<file path="src/rtl/bcd_serial_add_ctrl.sv">
// Digit-serial BCD adder: one shared single-digit decimal adder walks the operands LSD first,
// rippling the decimal carry and aborting with error on any non-BCD operand digit.
module bcd_serial_add_ctrl #(
   parameter int DIGITS = 2
) (
   input  logic                  clk,
   input  logic                  rst_n,
   input  logic                  start_i,
   input  logic [4*DIGITS-1:0]   a_i,
   input  logic [4*DIGITS-1:0]   b_i,
   input  logic                  cin_i,
   output logic                  busy_o,
   output logic                  done_o,
   output logic [4*DIGITS-1:0]   sum_o,
   output logic                  cout_o,
   output logic                  error_o
);

   localparam int W     = 4 * DIGITS;
   localparam int IDX_W = (DIGITS > 1) ? $clog2(DIGITS) : 1;
   localparam logic [IDX_W-1:0] LAST_IDX = IDX_W'(DIGITS - 1);

   typedef enum logic [1:0] {
      IDLE = 2'd0,
      RUN  = 2'd1,
      DONE = 2'd2
   } state_t;

   state_t             state_q, state_d;
   logic [W-1:0]       opA_q, opA_d;
   logic [W-1:0]       opB_q, opB_d;
   logic [W-1:0]       sum_q, sum_d;
   logic [IDX_W-1:0]   idx_q, idx_d;
   logic               carry_q, carry_d;
   logic               cout_q, cout_d;
   logic               error_q, error_d;

   logic [3:0]         digitA;
   logic [3:0]         digitB;
   logic [4:0]         rawSum;
   logic               carryN;
   logic [3:0]         digitSum;
   logic               badDigit;

   always_comb begin
      digitA = 4'd0;
      digitB = 4'd0;
      for (int i = 0; i < DIGITS; i++) begin
         if (idx_q == IDX_W'(i)) begin
            digitA = opA_q[4*i +: 4];
            digitB = opB_q[4*i +: 4];
         end
      end
   end

   // Decimal correction: adding 6 to a binary 10..19 wraps the low nibble onto 0..9.
   always_comb begin
      rawSum   = {1'b0, digitA} + {1'b0, digitB} + {4'd0, carry_q};
      carryN   = (rawSum > 5'd9);
      digitSum = carryN ? (rawSum[3:0] + 4'd6) : rawSum[3:0];
      badDigit = (digitA > 4'd9) || (digitB > 4'd9);
   end

   always_comb begin
      state_d = state_q;
      opA_d   = opA_q;
      opB_d   = opB_q;
      sum_d   = sum_q;
      idx_d   = idx_q;
      carry_d = carry_q;
      cout_d  = cout_q;
      error_d = error_q;

      case (state_q)
         IDLE: begin
            if (start_i) begin
               opA_d   = a_i;
               opB_d   = b_i;
               carry_d = cin_i;
               idx_d   = '0;
               sum_d   = '0;
               cout_d  = 1'b0;
               error_d = 1'b0;
               state_d = RUN;
            end
         end
         RUN: begin
            if (badDigit) begin
               error_d = 1'b1;
               sum_d   = '0;
               cout_d  = 1'b0;
               state_d = DONE;
            end else begin
               for (int i = 0; i < DIGITS; i++) begin
                  if (idx_q == IDX_W'(i)) begin
                     sum_d[4*i +: 4] = digitSum;
                  end
               end
               carry_d = carryN;
               if (idx_q == LAST_IDX) begin
                  cout_d  = carryN;
                  state_d = DONE;
               end else begin
                  idx_d = idx_q + 1'b1;
               end
            end
         end
         DONE: begin
            state_d = IDLE;
         end
         default: begin
            state_d = IDLE;
         end
      endcase
   end

   always_ff @(posedge clk or negedge rst_n) begin
      if (!rst_n) begin
         state_q <= IDLE;
         opA_q   <= '0;
         opB_q   <= '0;
         sum_q   <= '0;
         idx_q   <= '0;
         carry_q <= 1'b0;
         cout_q  <= 1'b0;
         error_q <= 1'b0;
      end else begin
         state_q <= state_d;
         opA_q   <= opA_d;
         opB_q   <= opB_d;
         sum_q   <= sum_d;
         idx_q   <= idx_d;
         carry_q <= carry_d;
         cout_q  <= cout_d;
         error_q <= error_d;
      end
   end

   assign busy_o  = (state_q == RUN);
   assign done_o  = (state_q == DONE);
   assign sum_o   = sum_q;
   assign cout_o  = cout_q;
   assign error_o = error_q;

endmodule

</file>
<file path="config.mk">
export PLATFORM = sky130hd
export DESIGN_NAME = bcd_serial_add_ctrl
export DESIGN_NICKNAME = d
export VERILOG_FILES = /design/src/rtl/bcd_serial_add_ctrl.sv
export SDC_FILE = /design/constraint.sdc
export NUM_CORES = 1
export LEC_CHECK = 0
export ABC_AREA = 0
export BUFFER_PORTS_ARGS = -buffer_cell sky130_fd_sc_hd__buf_2
export CORE_ASPECT_RATIO = 0.7
export CORE_MARGIN = 5
export CORE_UTILIZATION = 28
export CTS_CLUSTER_DIAMETER = 30
export DETAILED_ROUTE_END_ITERATION = 10
export PLACE_DENSITY = 0.49
export SETUP_SLACK_MARGIN = 0.4
export SLEW_MARGIN = 0
export SYNTH_ARGS = -nofsm -noshare
export SYNTH_HDL_FRONTEND = slang
export SYNTH_SLANG_ARGS = --single-unit
</file>
<file path="constraint.sdc">
create_clock -name clk -period 3.7 [get_ports clk]
set_input_delay 0.185 -clock clk [delete_from_list [all_inputs] [get_ports clk]]
set_output_delay 0.185 -clock clk [all_outputs]
set_load 0.005 [all_outputs]
</file>
; Yosys cells after proc, flatten, opt, wreduce, memory -nomap -nowiden
; Index checks and enable logic that the tools add are counted.
[totals]
reg_bits = 30
input_bits = 20
out_inout_bits = 12
[classes]
n_addsub = 4
n_lt_le_gt_ge = 3
eq_ne = 7
muxes = 24
n_reduce_logical = 9
[op_table]
columns = operator, n
row1 = two-way mux 4 bit, 5
row2 = two-way mux 8 bit, 2
row3 = one-hot mux 8 bit (2 select lines), 1
row4 = AND reduction 3 bit, 4
row5 = > comparator 4 bit (second input constant), 2
row6 = two-way mux 1 bit, 8
row7 = one-hot mux 1 bit (2 select lines), 4
row8 = two-way mux 2 bit, 3
row9 = adder 4 x 4 -> 5 bit, 1
row10 = adder 5 x 1 -> 5 bit, 1
row11 = > comparator 5 x 4 -> 1 bit (second input constant), 1
row12 = adder 4 x 3 -> 4 bit (second input constant), 1
row13 = inequality test 2 bit (second input constant), 2
row14 = one-hot mux 2 bit (2 select lines), 1
row15 = AND reduction 2 bit, 2
row16 = inequality test 3 x 1 -> 1 bit (second input constant), 1
row17 = inequality test 3 x 2 -> 1 bit (second input constant), 1
row18 = == test 2 x 1 -> 1 bit (second input constant), 1
row19 = == test 2 bit (second input constant), 1
row20 = logical NOT 2 bit, 1
row21 = inequality test 2 x 1 -> 1 bit (second input constant), 1
row22 = nonzero test 2 bit, 1
row23 = adder 1 bit (second input constant), 1
row24 = logical OR 1 bit, 1

; Depth between registers and ports, before layout
; Gate-level depths: netlist of the first run.
[logic_depth]
depth_word = 8
mapped_depth = 12
depth_no_buf = 11

; Least setup slack after synthesis of the first run
; Ideal clock, no wire load.
[synth_path]
path_type = reg2reg
from = register idx_q
to = register sum_q[6] (netlist: sum_o[6])
setup_ps = 121
arrival_ps = 3168
path_slack_ps = 411
stages_incl_launch_ff = 11
synth_period_minus_slack_ps = 3289
cell_sequence = dfrtp_1 > buf_1 > mux2_2 > fa_1 > inv_1 > fa_1 > ha_1 > a32o_2 > o311ai_4 > mux2i_1 > a22o_1
[synth_via]
elab_chain_len = 8
elab_cells_between_ends = 15
cone_classes = 3 x add/sub / 3 x order compare / 1 x eq/ne / 6 x mux / 2 x reduce/logical
[synth_rtl]
columns = element, line
row1 = from (decl), 33  ; logic [IDX_W-1:0] idx_q, idx_d;
row2 = from (signal assigned), 132  ; idx_q <= idx_d;
row3 = two-way mux 4 bit, 49  ; if (idx_q == IDX_W'(i)) begin
row4 = adder 4 x 4 -> 5 bit, 58  ; rawSum = {1'b0, digitA} + {1'b0, digitB} + {4'd0, carry_q};
row5 = adder 5 x 1 -> 5 bit, 58
row6 = adder 4 x 3 -> 4 bit / > comparator 5 x 4 -> 1 bit (equally long branches), "60, 59"
row7 = two-way mux 4 bit, 60  ; digitSum = carryN ? (rawSum[3:0] + 4'd6) : rawSum[3:0];
row8 = two-way mux 4 bit, 95  ; if (idx_q == IDX_W'(i)) begin
row9 = two-way mux 8 bit, 88  ; if (badDigit) begin
row10 = one-hot mux 8 bit (2 select lines), 74  ; case (state_q)
row11 = to (signal assigned), 131  ; sum_q <= sum_d;
row12 = to (decl), 32  ; logic [W-1:0] sum_q, sum_d;
; Parallel ways exist; a longest one is shown, timed or not. The select of a mux whose other input is x is not followed.
; A chain may end at the register's enable or synchronous reset.

; Worst setup path after layout of the first run
[layout_path]
from = register idx_q
to = register sum_q[2] (netlist: sum_o[2])
; The elaborated chain is that of the path after synthesis.

==> results of run 1 <==
[per-stage QoR]
step	util, %	cells	worst slack (ns)	area (sq um)	hold slack [ns]
floorplan	-	132	0.411	1550	-0.111
global placement	33.9	233	0.673	1800	0.249
detailed placement	33.9	233	0.574	1800	0.262
CTS	36.2	241	0.544	1920	0.124
global route	36.4	241	0.412	1930	0.119
finish	36.4	241	0.581	1930	0.128
[logic make-up (layout without fill, tap and decap cells)]
family                     Yosys count  count (layout)  share of synthesized area [%]
muxes                               24              24                           17.1
xor gates and xnor gates             2               2                           1.13
DFF                                 30              30                           48.3
AOI/OAI and AO/OA                   24              24                           12.5
adders and majority gates            7               7                           6.60
buffers and inverters               12              49                           3.06
and+or+nand+nor                     33              33                           11.4
[cell type report]
cell class	count	area share, %
clock inverters	1	1.55
multi-input cells	90	39.8
inverters	8	1.55
flip-flops and latches	30	38.9
repair buffers	34	9.33
clock buffers	6	4.27
well taps	72	4.66
[timing repair]
action,in CTS,in global routing
buffers inserted,0,0
endpoints found under the hold margin,30,0
endpoints found under the setup margin,0,4
hold buffers,1,0
gates resized for setup,0,1
[registers in the layout, indices dropped and copies added (netlist names)]
register,cells
carry_q,1
opB_q,8
idx_q,1
cout_o,1
error_o,1
state_q,2
opA_q,8
sum_o,8
[cell usage in the layout, fill, tap and decap left out, drive strengths merged, types with 5 or more instances in the layout]
master,n
a22o,5
buf,33
mux2,20
nand2,8
inv,8
dfrtp,30
clkbuf,6
a21oi,5
ha,5
[final timing paths]
check | from | endpoint | slack, ns
worst max-delay path | idx_q | sum_o[2] | 0.58
worst min-delay path | a_i[7] | opA_q[7] | 0.13
worst max register to register | idx_q | sum_o[2] | 0.58
worst min register to register | sum_o[1] | sum_o[1] | 0.49
max in group asynchronous | rst_n | opB_q[7] | 2.81
min in group asynchronous | rst_n | state_q[0] | 0.46
[per-layer routing]
layer  share of wire, %  global-route usage (%)
met1                 51                    14.8
met2                 41                    16.1
met4                1.1                    3.64
met5                  0                       0
met3                6.6                    4.03
==> flow_summary.ini, run 1 <==
[outcome]
status = finished clean

[floorplanning]
core_sq_um = 5310
ios = 32
dieArea_sq_um = 7160
die_y_um = 72.3
dieWidth_um = 99.0
initial_core_util_pct = 29.3
std_cell_rows = 22

[timing]
slew_headroom_pct = 56.7
clock_skew_ns = 0.00449
period_needed_ns = 3.12
setup_viol = 0
setup_tns_ns = 0
hold_viol_final = 0
rsz0062_at_grt = no
tightestPinTransition_ns = 0.650
fin_crit_sh_pct = 84.3
final_max_slew_viol_count = 0
max_freq_ghz = 0.321

[synthesis]
ys_top_cells_by_area = dfrtp_1 (48%), mux2_2 (14%), ha_1 (4.0%)
synth_common_cells = dfrtp_1 (30), mux2_2 (20), inv_1 (8), nand2_1 (8)
yosys_warnings = 0
netlist_area_sq_um = 1550
yosysMostFrequentCell = dfrtp_1
synthFlopType = dfrtp_1
ys_ff_latch = 30
ys_async_sr_fraction_pct = 100
synth_nets = 159
synth_largest_area_cell = dfrtp_1
syn_area_per_cell_sq_um = 11.8
synth-edff-count = 0
synth_cells = 132
synth_top_area_share_pct = 48.3
yosysUniqueCellTypes = 34
ys_seq_area_share_pct = 48.3

[setup_path]
path_depth = 9
cp.required_ns = 3.92
crit_type = register to register
cp.arrival_ns = 3.34
ff2ff_path_depth = 9
path_delay_family = adder cells
critPathSlowestCell = fa_1
crit_path_max_incr_delay_ns = 0.49
worstPathCellList = mux2_2 -> fa_1 -> inv_1 -> fa_1 -> ha_1 -> a32o_2 -> o311ai_4 -> mux2i_1 -> a22o_1
cp-end-kind = register
crit_fanout = 5
start_kind = register
cp.buffers_inverters = 1
critPathMostFrequentCell = fa_1

[min_path]
hold_class = primary input to register
holdPathStages = 2

[clock_tree]
cts.clk_slew.worst_paths_ns = 0.07
clk_path_buf_depth = 2
cts_tree = done
cts.sinks = 30
cts_buffers = 5
insertion_delay_ns = 0.28
htree_levels = 2
cts_root_buf = clkbuf_8

[route]
antenna_left = 0
drcViolationCount = 0
vias = 1121
drt_iter0_markers = 31
drt-vias-per-instance = 4.65
totalWireLength_um = 3420
dr.pass1.iters = 4
routedWlPerCell_um = 14.2

[global_route]
antenna_found_initial = 0
grt_overflow = 0
grt_max_degree = 31
grt_pass1_wl_um = 6090
grt_use_total_pct = 10.9
grt_pass1_vias = 1230

[finish]
drive_above_1_share_pct = 38.5
ff_latch_area_sq_um = 751
fill_cells = 528
fin_nets = 196
multi_input_area_sq_um = 768
diodes = 0
syn2layout_area_growth_pct = 24.3

[place]
place.gp.congestion = 0.769
port_buffers = 31
dp_hpwl_um = 2710

[flow_run]
maxCapViolations = 0
Power of run 1 is left out: the tool's default activity adds up to more than one toggle a clock period on the data nets, which glitch-free logic cannot reach.
==> run 2: changes to the inputs <==
--- a/config.mk
+++ b/config.mk
@@ -12,7 +12,7 @@
 export CORE_UTILIZATION = 28
 export CTS_CLUSTER_DIAMETER = 30
 export DETAILED_ROUTE_END_ITERATION = 10
-export PLACE_DENSITY = 0.49
+export PLACE_DENSITY = 0.51
 export SETUP_SLACK_MARGIN = 0.4
 export SLEW_MARGIN = 0
 export SYNTH_ARGS = -nofsm -noshare
==> constraint.sdc (replaced) <==
create_clock -name clk -period 2.6 [get_ports clk]
set_input_delay 0.13 -clock clk [delete_from_list [all_inputs] [get_ports clk]]
set_output_delay 0.13 -clock clk [all_outputs]
set_load 0.005 [all_outputs]
==> flow_summary.ini, run 2 (synthesized netlist as in run 1, its figures left out) <==
[outcome]
violations = negative setup slack
status = finished with violations

[floorplanning]
ios = 32
initial_core_util_pct = 29.3
die_y_um = 72.3
dieWidth_um = 99.0
std_cell_rows = 22
dieArea_sq_um = 7160
core_sq_um = 5310

[route]
totalWireLength_um = 3630
drt-vias-per-instance = 4.78
vias = 1195
drt_iter0_markers = 46
dr.pass1.iters = 4
drcViolationCount = 0
routedWlPerCell_um = 14.5
antenna_left = 0

[setup_path]
ff2ff_path_depth = 12
rrSetupSlack_ns = -0.32
timing.rr.start = idx_q
cp.required_ns = 2.76
start_kind = register
cp-end-kind = register
critical_path.endpoint = carry_q
cp.arrival_ns = 3.08
r2r_end = carry_q
crit_start = idx_q
crit_fanout = 4
crit_type = register to register

[clock_tree]
clk_path_buf_depth = 2
cts_tree = done
cts.clk_slew.worst_paths_ns = 0.07
cts.sinks = 30
insertion_delay_ns = 0.28
cts_buffers = 5
cts_root_buf = clkbuf_8
htree_levels = 2

[global_route]
grt_overflow = 0
grt_pass1_wl_um = 6220
grt_max_degree = 31
grt_pass1_vias = 1354
grt_use_total_pct = 11.0
antenna_found_initial = 0

[place]
dpl_cell_area_sq_um = 1870
port_buffers = 31
place.gp.congestion = 0.757
dp_cells = 239
dp_hpwl_um = 2750

[finish]
diodes = 0
final_cells = 250
fin_nets = 206
final_common_cell = buf_2
syn2layout_area_growth_pct = 30.8
finalCoreUtilization_pct = 38.3
fill_cells = 521
drive_above_1_share_pct = 46.1
final_cell_mix = buf_2 (31), dfrtp_1 (30), mux2_2 (18)
fin_area_sq_um = 2030

[timing]
fin_crit_sh_pct = 112
tightestPinTransition_ns = 0.695
hold_viol_final = 0
clock_skew_ns = 0.00709
final_max_slew_viol_count = 0
rsz0062_at_grt = yes
setup_ws_ns = -0.316
period_needed_ns = 2.92
setup_tns_ns = -1.74
setup_viol = 8
slew_headroom_pct = 53.7
max_freq_ghz = 0.343

[min_path]
hold_class = primary input to register

[flow_run]
maxCapViolations = 0
[run 2: layout make-up]
class | count | area, sq um | area share [%]
inverter | 8 | 30.0 | 1.48
clock buffer | 6 | 82.6 | 4.06
sequential | 30 | 751 | 36.9
timing repair buffer | 44 | 267 | 13.1
tap | 72 | 90.1 | 4.43
multi-input combinational | 90 | 813 | 40.0
[run 2: worst max-delay path, cell delays in order (launching register included)]
cell      delay, ns
dfrtp_1        0.42
mux2_4         0.33
fa_2           0.37
inv_2          0.07
fa_2           0.45
buf_6          0.14
ha_2           0.16
nand2_2        0.05
a32o_2         0.16
o311ai_4       0.11
buf_4          0.18
and3_1         0.13
a211o_1        0.23
[run 2: layer usage]
layer / wire length, um / track usage (%)
met4: 51 / 3.33
met3: 238 / 5.38
met5: 0 / 0
met1: 1690 / 13.2
met2: 1640 / 17.6
[run 2: through the flow]
step           worst slack [ns]  hold WS, ns
6_report                 -0.316       0.0829
5_1_grt                  -0.404       0.0798
4_1_cts                  -0.281       0.0766
3_5_place_dp             -0.354        0.217
3_3_place_gp             -0.228        0.187
2_1_floorplan            -0.364       -0.166
[run 2: worst min-delay path by stage]
stage               startpoint  endpoint  slack [ns]  cells past startpoint
floorplan                rst_n   carry_q       -0.17                      0
global placement         rst_n  opB_q[6]        0.19                      1
detailed placement       rst_n  opB_q[6]        0.22                      1
CTS                     a_i[7]  opA_q[7]        0.08                      2
global route            b_i[1]  opB_q[1]        0.08                      2
finish                  a_i[7]  opA_q[7]        0.08                      2
[run 2: repair_timing]
action                     in CTS  in global routing
hold buffers                    1                  0
gates resized for setup         5                  4
hold endpoints to repair       30                  0
setup endpoints to repair       8                  8
buffers inserted                4                  0
pin swaps                       9                  1
Power of run 2 is left out for the same reason.
